--- config.mk ---
export PLATFORM = sky130hd
export DESIGN_NAME = adding_machine_sequencer
export DESIGN_NICKNAME = d
export VERILOG_FILES = /design/src/rtl/adding_machine_sequencer.sv
export SDC_FILE = /design/constraint.sdc
export NUM_CORES = 1
export LEC_CHECK = 0
export ABC_CLOCK_PERIOD_IN_PS = 2430
export CAP_MARGIN = 20
export CORE_UTILIZATION = 45
export CTS_BUF_LIST = sky130_fd_sc_hd__clkbuf_8
export CTS_CLUSTER_DIAMETER = 100
export DETAILED_ROUTE_END_ITERATION = 8
export GPL_ROUTABILITY_DRIVEN = 0
export HOLD_SLACK_MARGIN = 0.15
export PLACE_DENSITY = 0.86
export SLEW_MARGIN = 20
export SYNTH_ARGS = -nofsm -noshare
export SYNTH_HDL_FRONTEND = slang
export SYNTH_SLANG_ARGS = --single-unit
export TNS_END_PERCENT = 100
--- constraint.sdc ---
create_clock -name clock -period 2.43 [get_ports clock]
set_input_delay 0.243 -clock clock [delete_from_list [all_inputs] [get_ports clock]]
set_output_delay 0.243 -clock clock [all_outputs]
set_load 0.005 [all_outputs]
--- src/rtl/adding_machine_sequencer.sv ---
// ROM walker for the adding machine: accumulates words from base_addr until a zero or MAX_WORDS.
// Build option: define AM_SATURATE_EN to clamp the sum at 0xFFFFFFFF on carry-out.
module adding_machine_sequencer #(
    parameter int unsigned MAX_WORDS = 256
) (
    input  logic        clock,
    input  logic        reset,
    input  logic        start,
    input  logic [29:0] base_addr,
    output logic [29:0] rom_addr,
    input  logic [31:0] rom_data,
    output logic        busy,
    output logic        done,
    output logic [31:0] sum,
    output logic [8:0]  count,
    output logic        overflow
);

    typedef enum logic [1:0] {StIdle, StFetch, StRead, StDone} state_t;

    localparam logic [8:0] MaxCount = 9'(MAX_WORDS);

    state_t      state;
    logic [32:0] add_full;
    logic [8:0]  count_inc;

    assign add_full  = {1'b0, sum} + {1'b0, rom_data};
    assign count_inc = count + 9'd1;

    always_ff @(posedge clock) begin
        if (reset) begin
            state    <= StIdle;
            rom_addr <= '0;
            sum      <= '0;
            count    <= '0;
            overflow <= 1'b0;
            busy     <= 1'b0;
            done     <= 1'b0;
        end else begin
            done <= 1'b0;
            case (state)
                StIdle: begin
                    if (start) begin
                        rom_addr <= base_addr;
                        sum      <= '0;
                        count    <= '0;
                        overflow <= 1'b0;
                        busy     <= 1'b1;
                        state    <= StFetch;
                    end
                end
                StFetch: state <= StRead;
                StRead: begin
                    if (rom_data == 32'd0) begin
                        busy  <= 1'b0;
                        done  <= 1'b1;
                        state <= StDone;
                    end else begin
`ifdef AM_SATURATE_EN
                        // Once saturated, any further nonzero word carries again, so it stays clamped.
                        sum <= add_full[32] ? 32'hFFFF_FFFF : add_full[31:0];
`else
                        sum <= add_full[31:0];
`endif
                        if (add_full[32]) overflow <= 1'b1;
                        count    <= count_inc;
                        rom_addr <= rom_addr + 30'd1;
                        if (count_inc == MaxCount) begin
                            busy  <= 1'b0;
                            done  <= 1'b1;
                            state <= StDone;
                        end else begin
                            state <= StFetch;
                        end
                    end
                end
                StDone: state <= StIdle;
                default: state <= StIdle;
            endcase
        end
    end

endmodule

== Word level (Yosys, flattened, before mapping) ==
Index checks and enable logic that the tools add are counted.

* Input port bits: 65
* Bits in read-only memories: 0
* Flip-flop bits (word level): 76
* Bits in latches: 0
* Bits in writable memories: 0
* Output and inout bits: 74
* Word-level logic and storage cells: 49
* Memories: 0

* Multiply operators: 0
* Mux-type cells: 23
* Shift operators: 0
* Add/subtract/negate cells: 3
* Eq/ne operators: 8
* Div/mod/pow operators: 0
* Reduce and logical (&&, ||, !) cells: 7
* Magnitude comparators: 0
* Bitwise gates (word level): 1

{| class="wikitable"
|+ Operator list
! kind !! number
|-
| 32-bit 2-to-1 mux || 2
|-
| 32-bit case mux with 2 select lines || 1
|-
| 30-bit 2-to-1 mux || 2
|-
| 30-bit case mux with 2 select lines || 1
|-
| 32-bit by 32-bit adder with 33-bit output || 1
|-
| 32-bit zero test || 1
|-
| 30-bit by 1-bit adder with 30-bit output (second input constant) || 1
|-
| 9-bit 2-to-1 mux || 2
|-
| 9-bit case mux with 2 select lines || 1
|-
| 9-bit by 1-bit adder with 9-bit output (second input constant) || 1
|-
| 9-bit equality test (second input constant) || 1
|-
| 1-bit 2-to-1 mux || 8
|-
| 2-bit case mux with 4 select lines || 1
|-
| 2-bit 2-to-1 mux || 3
|-
| 2-bit inequality test (second input constant) || 3
|-
| 3-bit AND reduction || 2
|-
| 2-bit equality test (second input constant) || 2
|-
| 1-bit case mux with 2 select lines || 2
|-
| 4-bit AND reduction || 1
|-
| 3-bit inequality test (second input constant) || 1
|-
| 2-bit by 1-bit equality test with 1-bit output (second input constant) || 1
|-
| 2-bit zero test || 1
|-
| 2-bit nonzero test || 1
|-
| 2-bit OR reduction || 1
|-
| 1-bit inverter || 1
|}

== Depth between registers and ports, before layout ==
Gate-level depths: netlist (run 1).

* Word-level depth: 5
* Depth in mapped cells: 10
* Depth with buffers taken out: 10

== Worst setup path after synthesis (run 1) ==
OpenSTA, ideal clock, no wires.

* Path kind: reg-to-reg
* Start: register sum[0]
* End: register sum[26]
* Library setup time: 0.125 ns
* Stages on the path, launching flop included: 11
* Clock period less this slack: 2.462 ns
* Required time: 2.305 ns
* Buffers on the path: 0
* Path slack: -0.032 ns
* Arrival time: 2.337 ns
* Cell sequence: dfxtp_1 > ha_1 > fa_1 > a211oi_2 > o211a_1 > nor3_4 > nor3_1 > o31ai_2 > a311oi_2 > xor2_1 > o21ai_1

* Cells in the longest elaborated chain, start to end: 3

{| class="wikitable"
|+ Ends and longest elaborated chain
! what !! line !! text
|-
| start, declared || 14 || <nowiki>output logic [31:0] sum,</nowiki>
|-
| start signal, assigned || 63 || <nowiki>sum <= add_full[31:0];</nowiki>
|-
| 32-bit by 32-bit adder with 33-bit output || 27 || <nowiki>assign add_full = {1'b0, sum} + {1'b0, rom_data};</nowiki>
|-
| 32-bit 2-to-1 mux || 54 || <nowiki>if (rom_data == 32'd0) begin</nowiki>
|-
| 32-bit case mux with 2 select lines || 41 || <nowiki>case (state)</nowiki>
|}

Every way passes these cells. The select of a mux whose other input is x is not followed.
A chain may end at the register's enable or synchronous reset.

== Worst setup path in the final report (run 1) ==
* Start: register sum[0]
* End: register sum[10]

The elaborated chain is that of the path after synthesis.

==> results of run 1 <==
how the worst max path moves through the flow:
| stage | endpoint | slack, ns | cells after the start |
|---|---|---|---|
| 3_5_place_dp | sum[28] | -0.50 | 11 |
| 6_report | sum[10] | -0.04 | 10 |
| 4_1_cts | sum[24] | 0.0005 | 10 |
| 5_1_grt | sum[24] | -0.12 | 10 |
| 3_3_place_gp | sum[28] | -0.43 | 11 |
| 2_1_floorplan | sum[26] | 0.04 | 10 |
through the flow:
stage               total power, uW  utilization (%)  TNS (ns)  std cells
CTS                            3260             67.8         0       1054
global route                   3420             69.0    -0.587       1055
detailed placement             2250             65.5    -10.52       1034
finish                         3280             69.0   -0.0470       1055
floorplan                      1790                -         0        698
global placement               2230             65.5     -6.51       1034
cell usage in the layout, fill, tap and decap left out, types with 6 or more instances in the layout:
cell and n:
a22oi_1 15, a31oi_1 7, a21oi_1 66, nand2_1 64, buf_4 96, o22ai_1 9, clkbuf_8 9, xnor2_1 15
nand4_1 13, o21bai_1 6, nor3_1 14, o21ai_1 10, o21ai_0 50, nor2_1 76, a211oi_1 16, dfxtp_1 74
nand3_1 19, inv_1 12, nor4_1 10, clkdlybuf4s50_1 135, a21o_1 16, or3_1 7, and3_1 18, xor2_1 12
ha_1 31
cell type report:
cell class,count,area share (%)
Clock inverter,7,0.948
Multi-Input combinational cell,570,47.8
Clock buffer,9,1.56
Timing Repair Buffer,239,27.6
Tap cell,143,2.26
Inverter,11,0.522
Sequential cell,76,19.3
state kept, by name (all words and copies together) (netlist names):
| name | count |
|---|---|
| busy | 1 |
| count | 9 |
| done | 1 |
| overflow | 1 |
| rom_addr | 30 |
| state | 2 |
| sum | 32 |
repair_timing:
item | CTS | global route
pin swaps | 7 | 15
hold buffers | 1 | 0
endpoints found under the hold margin | 1 | 0
setup endpoints to repair | 8 | 20
buffers inserted | 3 | 1
resized for setup | 5 | 29
cloned | 0 | 0
power by group:
group / internal, uW / leakage [uW] / switching [uW] / total (uW)
Clock: 480 / 0.0000976 / 529 / 1010
Sequential: 1310 / 0.000621 / 77.8 / 1390
Combinational: 470 / 0.00250 / 414 / 884
Total: 2260 / 0.00322 / 1020 / 3280
logic make-up (layout without fill, tap and decap cells):
| group | count (synthesis) | after routing | synth area share [%] |
|---|---|---|---|
| AND/OR/NAND/NOR | 258 | 258 | 24.1 |
| multiplexers | 1 | 1 | 0.188 |
| XOR/XNOR | 27 | 27 | 4.43 |
| AO/OA/AOI/OAI | 248 | 248 | 30.3 |
| adder cells (fa/ha/maj) | 36 | 36 | 8.58 |
| buffers and inverters | 52 | 266 | 3.89 |
| flip-flops | 76 | 76 | 28.5 |
routing by layer:
| metal | global-route usage [%] | vias up |
|---|---|---|
| met3 | 3.94 | 75 |
| li1 | - | 3031 |
| met1 | 36.3 | 2962 |
| met2 | 45.6 | 338 |
| met5 | 0 | - |
| met4 | 15.4 | 0 |
worst max-delay path: stages (launching register included):
cell and delay (ns):
dfxtp_2 0.35, ha_4 0.16, fa_2 0.35, a211oi_2 0.27, o211a_1 0.26, buf_4 0.13, o21ai_0 0.15, a21oi_1 0.25
xnor2_1 0.13, a22oi_1 0.23, nor2_1 0.06
==> metrics.cfg, run 1 <==
[clock_network]
worstSkewPairLatency_ns=0.36
htreeDepth=3
root_buffer=clkbuf_8
numCtsBuffers=9
clkSlewWorstSetupHoldPaths_ns=0.09
cts_tree=yes
cts_sinks=76
clk_path_buf_depth=2

[setup_path]
rr_worst_depth=10
path_class=flop to flop
reg2reg_slack_ns=-0.04
end_kind=flop
path_max_fanout=2
reg2reg_to=sum[10]
worstPathArrival_ns=2.70
critPathRequiredTime_ns=2.66
startpoint=sum[0]
cp-start-kind=flop
r2r_start=sum[0]

[status]
violations=setup timing
status=finished, violations left

[sta]
fmax_mhz=405
slew_headroom_pct=60.2
fin_ws_ns=-0.0386
fin_skew_ns=0.0127
tightestPinTransition_ns=0.597
period_needed_ns=2.47
period_share_pct=102
hold_viol=0
final_max_slew_viol_count=0
grt_setup_unrepaired=true
finalSetupViolCount=2
holdWs_ns=0.471

[routing]
drt-pass1-iter-count=5
ant_nets=0
wl_per_cell_um=17.0
wl_mm=18.0
drt-met1-wl_mm=7.69
dr_wl_met2_mm=8.38
highest_layer=met4
drt-initial-drc-count=582
met3_length_mm=1.14
drt_drc_violations_left=0
vias=6406
vias_per_cell=6.07

[synthesis]
yosys-top-cells-count=dfxtp_1, nor2_1, a21oi_1
ys.flop_type=dfxtp_1
synth.top_cell.area_share_pct=28.5
synthArstFlopShare_pct=0
ys_ff_latch=76
ys.warnings.count=0
synthCells=698
yosysTopAreaCell=dfxtp_1
syn-cell-area_sq_mm=0.00534
avgSynthCellArea_sq_um=7.64
synth_edf_count=0
yosysUniqueCellTypes=72
ys_seq_area_share_pct=28.5
netlist_top_cells_area=dfxtp_1, ha_1, a21oi_1
synthesis.nets=799

[layout]
antennaDiodeCount=0
drive_gt1_share_pct=17.7
areaGrowthSynthToFinish_pct=48.4
multiInputGateArea_sq_mm=0.00378
seq_area_sq_mm=0.00152
postLayoutCellArea_sq_mm=0.00792
finalNetCount=1008
num-fill-cells=878

[global_route]
grt_pass1_vias=5975
grt-ovfl-total=0
track_usage_pct=28.2
grt_max_degree=55
antenna_found_initial=0
grt_pass1_wl_mm=28.6

[floorplan]
fp.dieW_um=111
ios=139
die_h_um=111
core_sq_mm=0.0115
rows=39
start_util_pct=46.5
dieArea_sq_mm=0.0123

[placement]
io_buffers=138
placed_area_sq_mm=0.00752
place_hpwl_mm=12.9
pre_cts_slack_ns=-0.504

[min_path]
holdPathEnd=rom_addr[9]
hp-class=primary input to flop
min_from=base_addr[9]
whs_path_depth=3

[power_and_ir_drop]
p_per_area_mw_per_mm2=414
max-vdd-ir-drop_mv=0.265
cellLeakagePower_uw=0.00322

[job]
maxCapViolCount=0

Note: power is estimated with default switching activity, not from simulation.
==> run 2, diff against run 1 <==
--- a/config.mk
+++ b/config.mk
@@ -12,7 +12,6 @@
 export CTS_CLUSTER_DIAMETER = 100
 export DETAILED_ROUTE_END_ITERATION = 8
 export GPL_ROUTABILITY_DRIVEN = 0
-export HOLD_SLACK_MARGIN = 0.15
 export PLACE_DENSITY = 0.86
 export SLEW_MARGIN = 20
 export SYNTH_ARGS = -nofsm -noshare
==> run 2 against run 1 <==
  * The flow still finishes with violations (setup timing)
  * Sequential power is essentially flat
  * First-iteration DRC count shrank 3.8%
  * Wire length up 0.21%
  * Final area is essentially flat
  * Die area is the same
  * Critical path type unchanged
  * Largest cell class unchanged
==> metrics.cfg, run 2 (synthesis gave the netlist of run 1 again) <==
[placement]
place_hpwl_mm=12.9
placed_cells=1034
pre_cts_slack_ns=-0.504
placed_area_sq_mm=0.00752
io_buffers=138

[routing]
ant_nets=0
vias=6400
vias_per_cell=6.07
drt-pass1-iter-count=5
wl_per_cell_um=17.1
wl_mm=18.0
drt-initial-drc-count=560
drt_drc_violations_left=0

[clock_network]
clkSlewWorstSetupHoldPaths_ns=0.09
cts_tree=yes
clk_path_buf_depth=2
cts_sinks=76
cts-hold-fix-buffers=0
root_buffer=clkbuf_8
htreeDepth=3
numCtsBuffers=9
worstSkewPairLatency_ns=0.37

[setup_path]
critPathRequiredTime_ns=2.66
cp-start-kind=flop
worstPathArrival_ns=2.69
path_max_fanout=2
reg2reg_to=sum[10]
crit_chain=ha_4 > fa_2 > a211oi_2 > o211a_1 > buf_4 > o21ai_0 > a21oi_1 > xnor2_1 > a22oi_1 > nor2_1
cp_slowest_stage_delay_ns=0.35
rr_worst_depth=10
path_class=flop to flop
r2r_start=sum[0]
reg2reg_slack_ns=-0.02
end_kind=flop
critical_path.slowest_cell=dfxtp_2

[status]
violations=setup timing
status=finished, violations left

[layout]
areaGrowthSynthToFinish_pct=48.2
postLayoutCellArea_sq_mm=0.00791
stdcell_count=1055
top_regs=sum x32, rom_addr x30, count x9
final_common_cell=clkdlybuf4s50_1
finalNetCount=1007
seq_area_sq_mm=0.00152
regMostFlops=sum
layout_common_cells=clkdlybuf4s50_1, buf_4, nor2_1
drive_gt1_share_pct=17.7
multiInputGateArea_sq_mm=0.00378
num-fill-cells=878
largest_register_ffs=32

[global_route]
grt_pass1_wl_mm=28.6
grt_max_degree=55
grt-ovfl-total=0
grt_pass1_vias=5969
antenna_found_initial=1
track_usage_pct=28.2

[sta]
fmax_mhz=407
finalSetupViolCount=2
grt_setup_unrepaired=true
fin_skew_ns=0.0130
period_share_pct=101
period_needed_ns=2.45
tightestPinTransition_ns=0.595
fin_ws_ns=-0.0247
hold_viol=0
slew_headroom_pct=60.3
final_max_slew_viol_count=0

[min_path]
hp-class=primary input to flop
holdPathEnd=state[1]
whs_path_depth=2
min_from=reset

[floorplan]
die_h_um=111
dieArea_sq_mm=0.0123
rows=39
start_util_pct=46.5
ios=139
core_sq_mm=0.0115
fp.dieW_um=111

[power_and_ir_drop]
report.power.total_uw=3280
p_per_area_mw_per_mm2=415
cellLeakagePower_uw=0.00321
max-vdd-ir-drop_mv=0.264

[job]
maxCapViolCount=0

run 2: cell types whose count changed in the layout (fill, tap and decap cells not counted), sizes merged:
cell and change:
dlygate4sd3 -1, diode +1
run 2: timing repair:
| item | 4_1_cts | 5_1_grt |
|---|---|---|
| endpoints found under the setup margin | 8 | 20 |
| setup buffers | 3 | 1 |
| gates resized for setup | 5 | 29 |
| pin swaps | 7 | 15 |
run 2: layout make-up:
class,instances,share of cell area [%]
inverter,11,0.522
sequential,76,19.3
clock inverter,7,0.949
timing repair buffer,238,27.5
tap,143,2.26
multi-input combinational,570,47.8
clock buffer,9,1.57
antenna,1,0.0316
run 2: worst max path at each step:
stage                           start      end  depth (start not counted)
final                          sum[0]  sum[10]                         10
after global placement    rom_data[0]  sum[28]                         11
after CTS                      sum[0]  sum[24]                         10
after global routing           sum[0]  sum[24]                         10
after detailed placement  rom_data[0]  sum[28]                         11
after floorplan                sum[0]  sum[26]                         10
run 2: power by group:
part | switching [uW] | internal [uW]
Clock | 532 | 480
Combinational | 414 | 469
Sequential | 78.0 | 1310
Total | 1020 | 2260
run 2: worst max-delay path, delay by kind of cell, from the launching register on:
family | cells | cell delay, ns
AO/OA/AOI/OAI | 5 | 1.16
XOR/XNOR | 1 | 0.13
adder cells (fa/ha/maj) | 2 | 0.51
buffers and inverters | 1 | 0.13
flip-flops | 1 | 0.35
AND/OR/NAND/NOR | 1 | 0.06
run 2: per-layer routing:
metal / up-vias / wire length, um / GRT usage (%)
met5: - / 0 / 0
met3: 80 / 1230 / 3.94
li1: 3027 / - / -
met2: 350 / 8430 / 45.5
met1: 2943 / 7560 / 36.3
met4: 0 / 775 / 15.6
run 2: per-stage QoR:
stage          TNS, ns  hold slack (ns)  util, %
2_1_floorplan        0            0.406        -
6_report       -0.0313            0.146     69.0
5_1_grt         -0.587            0.163     69.0
3_5_place_dp    -10.52            0.475     65.5
3_3_place_gp     -6.51            0.472     65.5
4_1_cts              0            0.142     67.7
